### config.mk
export PLATFORM = sky130hd
export DESIGN_NAME = mem_arbiter
export DESIGN_NICKNAME = d
export VERILOG_FILES = /design/src/rtl/mem_arbiter.sv
export SDC_FILE = /design/constraint.sdc
export NUM_CORES = 1
export LEC_CHECK = 0
export BUFFER_PORTS_ARGS = -buffer_cell sky130_fd_sc_hd__buf_2
export CAP_MARGIN = 0
export CORE_MARGIN = 5
export CORE_UTILIZATION = 42
export DETAILED_ROUTE_END_ITERATION = 7
export GPL_TIMING_DRIVEN = 0
export PLACE_DENSITY = 0.76
export RECOVER_POWER = 100
export SYNTH_ARGS = -nofsm -noshare
export SYNTH_HDL_FRONTEND = slang
export SYNTH_SLANG_ARGS = --single-unit
export TNS_END_PERCENT = 100
### constraint.sdc
create_clock -name CLK -period 1.8 [get_ports CLK]
set_clock_uncertainty 0.2 [all_clocks]
set_input_delay 0.09 -clock CLK [delete_from_list [all_inputs] [get_ports CLK]]
set_output_delay 0.09 -clock CLK [all_outputs]
set_load 0.03 [all_outputs]
### src/rtl/mem_arbiter.sv
// mem_arbiter: shares one single-port RAM between an instruction and a data requester.
// Data wins arbitration unless DSTREAK consecutive data grants have starved a pending fetch.
module mem_arbiter #(
  parameter int TIMEOUT = 15,
  parameter int DSTREAK = 4
) (
  input  logic        CLK,
  input  logic        RST,
  input  logic        iREN,
  input  logic [31:0] iaddr,
  input  logic        dREN,
  input  logic        dWEN,
  input  logic [31:0] daddr,
  input  logic [31:0] dstore,
  output logic        ihit,
  output logic        dhit,
  output logic [31:0] iload,
  output logic [31:0] dload,
  output logic        merr,
  output logic        ramREN,
  output logic        ramWEN,
  output logic [31:0] ramaddr,
  output logic [31:0] ramstore,
  input  logic        ram_ready,
  input  logic [31:0] ramload
);

  localparam int SW = $clog2(DSTREAK + 1);
  localparam logic [SW-1:0] STREAK_MAX = SW'(DSTREAK);
  localparam logic [7:0]    WAIT_LAST  = 8'(TIMEOUT - 1);

  typedef enum logic [1:0] {IDLE, IBUSY, DBUSY, DONE} state_t;

  state_t        r_state, w_state_next;
  logic [SW-1:0] r_streak, w_streak_next;
  logic [7:0]    r_wait;
  logic          r_err;
  logic          r_write;
  logic          r_owner_d;
  logic [31:0]   r_addr, r_store, r_iload, r_dload;

  logic w_force_i, w_grant_d, w_grant_i, w_busy, w_timeout;

  always_comb begin
    w_force_i = iREN && (r_streak == STREAK_MAX);
    w_grant_d = (r_state == IDLE) && (dREN || dWEN) && !w_force_i;
    w_grant_i = (r_state == IDLE) && iREN && !w_grant_d;
    w_busy    = (r_state == IBUSY) || (r_state == DBUSY);
    w_timeout = w_busy && !ram_ready && (r_wait == WAIT_LAST);

    w_state_next = r_state;
    case (r_state)
      IDLE: begin
        if (w_grant_d)      w_state_next = DBUSY;
        else if (w_grant_i) w_state_next = IBUSY;
      end
      IBUSY, DBUSY: begin
        if (ram_ready || w_timeout) w_state_next = DONE;
      end
      DONE:    w_state_next = IDLE;
      default: w_state_next = IDLE;
    endcase

    // Streak only grows while a fetch is actually waiting behind data traffic.
    w_streak_next = r_streak;
    if (w_grant_i) begin
      w_streak_next = '0;
    end else if (w_grant_d) begin
      if (!iREN)                     w_streak_next = '0;
      else if (r_streak != STREAK_MAX) w_streak_next = r_streak + SW'(1);
    end
  end

  always_ff @(posedge CLK) begin
    if (RST) begin
      r_state   <= IDLE;
      r_streak  <= '0;
      r_wait    <= '0;
      r_err     <= 1'b0;
      r_write   <= 1'b0;
      r_owner_d <= 1'b0;
      r_addr    <= '0;
      r_store   <= '0;
      r_iload   <= '0;
      r_dload   <= '0;
    end else begin
      r_state  <= w_state_next;
      r_streak <= w_streak_next;
      if (w_grant_d) begin
        r_addr    <= daddr;
        r_store   <= dstore;
        r_write   <= dWEN;
        r_owner_d <= 1'b1;
        r_wait    <= '0;
        r_err     <= 1'b0;
      end else if (w_grant_i) begin
        r_addr    <= iaddr;
        r_write   <= 1'b0;
        r_owner_d <= 1'b0;
        r_wait    <= '0;
        r_err     <= 1'b0;
      end else if (w_busy) begin
        if (ram_ready) begin
          if (!r_owner_d)    r_iload <= ramload;
          else if (!r_write) r_dload <= ramload;
        end else if (w_timeout) begin
          // An aborted access returns zero so stale data is never mistaken for a result.
          r_err <= 1'b1;
          if (r_owner_d) r_dload <= '0;
          else           r_iload <= '0;
        end else begin
          r_wait <= r_wait + 8'd1;
        end
      end
    end
  end

  assign ihit     = (r_state == DONE) && !r_owner_d;
  assign dhit     = (r_state == DONE) && r_owner_d;
  assign merr     = (r_state == DONE) && r_err;
  assign ramREN   = (r_state == IBUSY) || ((r_state == DBUSY) && !r_write);
  assign ramWEN   = (r_state == DBUSY) && r_write;
  assign ramaddr  = r_addr;
  assign ramstore = r_store;
  assign iload    = r_iload;
  assign dload    = r_dload;

endmodule
==> results of run 1 <==
[final timing paths]
check | end | slack [ns] | depth (start not counted)
max | ramaddr[30]$_SDFFE_PP0P_ | -0.26 | 8
min | r_write$_SDFFE_PP0P_ | -0.20 | 3
max reg2reg | ramaddr[30]$_SDFFE_PP0P_ | -0.26 | 8
min reg2reg | ramstore[18]$_SDFFE_PP0N_ | 0.25 | 2
[cell usage in the layout (no fill, tap or decap), drive strengths merged, types with 4 or more instances in the layout]
master       netlist  final
a311oi            34     34
dlygate4sd3        0    130
clkbuf            39    180
ha                 9      9
o21ai             66     66
clkinv             0      4
nand2            171    171
a21oi            108    108
nor2              38     38
and2               4      4
nand3             37     37
inv                8      8
buf               22    191
dfxtp            144    144
[stage by stage]
stage / cell area [um2] / utilization (%) / power (mW)
final: 10280 / 74.95 / 15.17
after global routing: 10280 / 74.95 / 15.69
after CTS: 9637 / 70.24 / 13.43
after detailed placement: 7388 / 53.85 / 8.815
after global placement: 7388 / 53.85 / 8.779
after floorplan: 5837 / - / 7.332
[per-layer routing]
metal | share of wire (%) | up-vias
met5 | 0 | -
met1 | 35 | 3478
met2 | 47 | 675
met3 | 11 | 191
li1 | - | 3368
met4 | 7.0 | 0
[worst max-delay path: cells and delay by family (launching register included)]
kind	cells	cell delay [ns]
adder cells (fa/ha/maj)	1	0.18
flip-flops	1	0.34
AO/OA/AOI/OAI	2	0.53
AND/OR/NAND/NOR	2	0.17
buffers and inverters	3	0.52
[power groups by stage]
stage          clock [mW]  sequential [mW]  combinational (mW)
2_1_floorplan           0             5.06                2.27
3_3_place_gp            0             4.11                4.66
3_5_place_dp            0             4.12                4.70
4_1_cts              3.76             4.05                5.61
5_1_grt              3.93             4.26                7.50
6_report             3.75             4.24                7.18
[area by class of cell]
class	count	area, um2	area share (%)
multi-input combinational	504	3251	31.61
antenna	2	5.005	0.04867
timing repair buffer	418	2755	26.79
inverter	8	32.53	0.3164
clock buffer	23	498.0	4.843
buffer	60	499.2	4.855
sequential	144	2888	28.08
tap	180	225.2	2.190
clock inverter	9	128.9	1.253
[cells by family after synthesis]
| logic type | synth area share [%] |
|---|---|
| buffers and inverters | 5.660 |
| AOI/OAI and AO/OA | 22.01 |
| adders and majority gates | 1.937 |
| and+or+nand+nor | 20.21 |
| xor gates and xnor gates | 0.6026 |
| DFF | 49.58 |
[registers in the layout, summed over array words and instances (netlist names)]
| name | count |
|---|---|
| r_err | 1 |
| ramstore | 32 |
| r_state | 2 |
| r_wait | 8 |
| ramaddr | 32 |
| r_write | 1 |
| r_owner_d | 1 |
| dload | 32 |
| iload | 32 |
| r_streak | 3 |
[repair_timing]
action	CTS	global route
endpoints found under the hold margin	134	2
setup endpoints to repair	135	137
setup buffers	5	9
pin swaps	19	69
cloned	4	5
resized for setup	70	199
==> impl_metrics.json, run 1 <==
{
  "crit_chain": "inv_2 -> ha_1 -> nand3_2 -> o211ai_1 -> clkbuf_8 -> buf_8 -> nor2_1 -> a311oi_1",
  "coreArea_mm2": 0.01372,
  "placedCellCount": 1162,
  "worst-setup-path-type": "reg2reg",
  "layout.cells.non_filler": 1348,
  "netlist_instances": 717,
  "seq_area_frac_synth_pct": 49.58,
  "io_pins": 267,
  "ys_ff_latch": 144,
  "grt_pass1_wl_um": 37580,
  "crit_slowest_cell": "dfxtp_2",
  "outcome": "finished, violations left",
  "clk_pin_slew_ns": 0.06,
  "syn2layout_area_growth_pct": 76.85,
  "netlist_top_cells_count": "nand2_1 (171), dfxtp_1 (144), a21oi_1 (108)",
  "drive_gt1_share_pct": 32.68,
  "async_flop_share_pct": 0,
  "final_max_slew_viol_count": 0,
  "clock_latency_ns": 0.43,
  "fill_cells": 918,
  "drc": 0,
  "r2r-start": "r_streak[0]$_SDFFE_PP0P_",
  "crit_required_ns": 1.91,
  "met1_usage_pct": 32.09,
  "tns_ns": -16.10,
  "port_buffers": 265,
  "tightest_slew_ns": 0.7535,
  "setup-violations-final": 136,
  "std_cell_rows": 43,
  "synth.top_cell.area_share_pct": 49.58,
  "gp_congestion": 0.8531,
  "synth_top_cell_by_area": "dfxtp_1",
  "cp.arrival_ns": 2.17,
  "peakVddDrop_mv": 0.9321,
  "wl_per_cell_um": 21.14,
  "p_leak_nw": 4.055,
  "dp_slack_ns": -0.4303,
  "clock-root-buffer": "clkbuf_16",
  "p_int_mw": 8.744,
  "synth_cell_types": 40,
  "fin_crit_sh_pct": 114.3,
  "seq_power_share_pct": 27.9,
  "num-nets-final": 1296,
  "ys.flop_type": "dfxtp_1",
  "hold_violations": 2,
  "layout_setup_ws_ns": -0.2577,
  "cts_hold_buf": 130,
  "rsz0062_at_grt": "yes",
  "synth-edff-count": 0,
  "grt-busiest-layer": "met2",
  "synth.avg_cell_area_um2": 8.109,
  "combPwrFrac_pct": 47.3,
  "cts_buffers": 17,
  "p_sw_mw": 6.422,
  "start_util_pct": 42.38,
  "die-area_mm2": 0.01630,
  "crit_path_max_fanout": 6,
  "yosys_warnings": 0,
  "violations": "negative hold slack, negative setup slack",
  "clockBufferDepth": 2,
  "cts_tree": "done",
  "vias_per_cell": 5.721,
  "grt_max_degree": 17,
  "syn_area_mm2": 0.005814,
  "switching_share_pct": 42.34,
  "slew_headroom_pct": 49.76,
  "whs_ns": -0.2028,
  "chipHeight_um": 127.7,
  "synth_nets": 860,
  "fin_crit_ns": 2.058,
  "cts_sinks": 144,
  "grt_usage_pct": 28.85,
  "hold_start": "dWEN",
  "hp-class": "in2reg",
  "critPathMaxStageDelay_ns": 0.34,
  "grtUsageMet3_pct": 8.042,
  "synth.area.top_cells": "dfxtp_1 (50%), nand2_1 (11%), a21oi_1 (9.3%)",
  "power.density_mw_per_mm2": 1475,
  "end_kind": "flip-flop",
  "drt-pass1-iter-count": 6,
  "grt_pass1_vias": 7347,
  "critPathLaunch": "r_streak[0]$_SDFFE_PP0P_",
  "max_freq_mhz": 486.0,
  "ant_nets": 0,
  "cp-start-kind": "flip-flop",
  "synth_most_common_cell": "nand2_1",
  "vias": 7712,
  "grt_use_met2_pct": 49.74,
  "die_w_um": 127.7,
  "antenna_found_initial": 2,
  "cts.htree.levels": 4,
  "grt_overflow_total": 0,
  "routed_wl_um": 28500,
  "clkPwrFrac_pct": 24.7,
  "drt-initial-drc-count": 651,
  "dp_hpwl_um": 14750,
  "cap_violations": 0
}
Note: power is estimated with default switching activity, not from simulation.
==> run 2: changes to the inputs <==
Settings changed: BUFFER_PORTS_ARGS -buffer_cell sky130_fd_sc_hd__buf_2 to not set, CORE_UTILIZATION 42 to 55, DONT_BUFFER_PORTS set to 1, HOLD_SLACK_MARGIN set to 0.05, PLACE_DENSITY 0.76 to 0.73.
==> run 2 against run 1 <==
  * The run ends with negative setup slack left
  * Cell area decreased by 4.2%
  * Worst hold slack better by 0.29 ns
  * Total power increased by 4.2%
  * Die area is 22% lower
  * Sequential power up 27%
  * Setup slack worse by 0.33 ns
  * Core utilization up 20 points
  * Non-clock buffer count fell by 231
  * Combinational power down 4.2%
  * Final cell count is 20% lower
==> impl_metrics.json, run 2 (synthesis gave the netlist of run 1 again) <==
{
  "coreArea_mm2": 0.01032,
  "layout_common_cells": "dlygate4sd3_1 (142), nand2_1 (139), dfxtp_1 (139)",
  "drc": 0,
  "final_max_slew_viol_count": 0,
  "tightest_slew_ns": 0.8060,
  "crit_required_ns": 1.96,
  "die-area_mm2": 0.01273,
  "cp.depth": 8,
  "switching_share_pct": 44.96,
  "gp_congestion": 0.8799,
  "fin_crit_ns": 2.391,
  "design_area_mm2": 0.009852,
  "cts_buffers": 17,
  "dp_slack_ns": -0.3752,
  "hp-class": "in2reg",
  "worst-setup-path-type": "reg2reg",
  "grt_overflow_total": 0,
  "final_util_pct": 95.43,
  "reg2reg_depth": 8,
  "rsz0062_at_grt": "yes",
  "p_sw_mw": 7.103,
  "grt_pass1_wl_um": 36030,
  "std_cell_rows": 37,
  "cp-start-kind": "flip-flop",
  "final_common_cell": "dlygate4sd3_1",
  "layout_setup_ws_ns": -0.5910,
  "seq_power_share_pct": 34.2,
  "clock_latency_ns": 0.52,
  "cp.arrival_ns": 2.55,
  "grt_max_degree": 17,
  "hold_start": "dstore[13]",
  "clk_pin_slew_ns": 0.07,
  "clkPwrFrac_pct": 22.2,
  "setup-violations-final": 142,
  "cap_violations": 0,
  "combPwrFrac_pct": 43.6,
  "placed_area_mm2": 0.006007,
  "syn2layout_area_growth_pct": 69.44,
  "port_buffers": 0,
  "num-nets-final": 1065,
  "power.density_mw_per_mm2": 1603,
  "antenna_found_initial": 1,
  "outcome": "finished, violations left",
  "cts_sinks": 144,
  "die_w_um": 112.8,
  "worst-path-buf-inv": 3,
  "dp_hpwl_um": 13340,
  "max_freq_mhz": 418.2,
  "hold-path-endpoint": "ramstore[13]$_SDFFE_PP0N_",
  "io_pins": 267,
  "grt_pass1_vias": 6809,
  "crit_slowest_cell": "a311oi_2",
  "reg2reg_to": "ramaddr[10]$_SDFFE_PP0P_",
  "start_util_pct": 56.32,
  "chipHeight_um": 112.8,
  "drt-initial-drc-count": 1161,
  "cp_top_family": "compound AO/OA/AOI/OAI gates",
  "drive_gt1_share_pct": 35.29,
  "holdPathStages": 3,
  "wl_per_cell_um": 29.82,
  "crit_chain": "inv_1 -> ha_2 -> nand3_2 -> o211ai_1 -> clkbuf_8 -> buf_8 -> nor2_4 -> a311oi_2",
  "clockBufferDepth": 2,
  "critPathMaxStageDelay_ns": 0.51,
  "p_leak_nw": 3.545,
  "vias_per_cell": 7.108,
  "clock-root-buffer": "clkbuf_8",
  "fill_cells": 245,
  "grt_usage_pct": 35.24,
  "end_kind": "flip-flop",
  "vias": 7627,
  "ant_nets": 0,
  "cts_tree": "done",
  "fin_crit_sh_pct": 132.8,
  "slew_headroom_pct": 46.27,
  "peakVddDrop_mv": 1.049,
  "violations": "negative setup slack",
  "cts.htree.levels": 4,
  "hold_violations": 0,
  "r2r-start": "r_streak[1]$_SDFFE_PP0P_",
  "p_int_mw": 8.693,
  "tns_ns": -30.27,
  "whs_ns": 0.08894,
  "crit_path_max_fanout": 5,
  "drt-pass1-iter-count": 6,
  "r2r_slack_ns": -0.59,
  "routed_wl_um": 32000
}
## run 2: metal layers
layer | global-route usage [%] | vias up | part of all wire, %
li1 | - | 2898 | -
met1 | 35.96 | 3459 | 30
met2 | 61.53 | 931 | 45
met3 | 13.10 | 337 | 14
met4 | 20.51 | 2 | 10
met5 | 0 | - | 0.034
## run 2: tightest hold or removal path, cell delays in order
cell and delay [ns]:
dlygate4sd3_1 0.54, nand2_1 0.08, a21oi_2 0.06
## run 2: what timing repair did
item	CTS	global route
pin swaps	24	76
setup buffers	12	17
hold buffers	142	0
setup endpoints to repair	136	142
resized for setup	98	262
hold endpoints to repair	144	0
cloned	4	17
## run 2: per-stage QoR
stage,instances,total power [mW]
2_1_floorplan,717,7.332
3_3_place_gp,853,8.044
3_5_place_dp,853,8.185
4_1_cts,1043,12.90
5_1_grt,1071,16.05
6_report,1073,15.80
## run 2: final cells by class
type	instances	area, um2	area share (%)
Sequential cell	144	2897	29.40
Clock inverter	13	127.6	1.295
Antenna cell	2	5.005	0.05080
Buffer	58	545.5	5.537
Multi-Input combinational cell	504	3513	35.66
Clock buffer	19	441.7	4.483
Inverter	8	35.03	0.3556
Timing Repair Buffer	189	2117	21.49
Tap cell	136	170.2	1.727
## run 2: worst max-delay path by stage
stage | start | to | slack (ns)
global placement | r_state[0]$_SDFFE_PP0P_ | ramstore[30]$_SDFFE_PP0N_ | -0.30
CTS | r_state[0]$_SDFFE_PP0P_ | iload[17]$_SDFFE_PP0P_ | -0.14
finish | r_streak[1]$_SDFFE_PP0P_ | ramaddr[10]$_SDFFE_PP0P_ | -0.59
global route | r_streak[1]$_SDFFE_PP0P_ | ramaddr[10]$_SDFFE_PP0P_ | -0.55
floorplan | r_state[1]$_SDFFE_PP0P_ | dload[7]$_SDFFE_PP0P_ | -0.05
detailed placement | r_state[0]$_SDFFE_PP0P_ | ramstore[25]$_SDFFE_PP0N_ | -0.38
## run 2: power groups by stage
stage          registers (mW)  logic (mW)  clock network, mW
2_1_floorplan            5.06        2.27                  0
3_3_place_gp             5.23        2.82                  0
3_5_place_dp             5.25        2.94                  0
4_1_cts                  5.19        4.32               3.40
5_1_grt                  5.40        7.04               3.62
6_report                 5.40        6.88               3.51
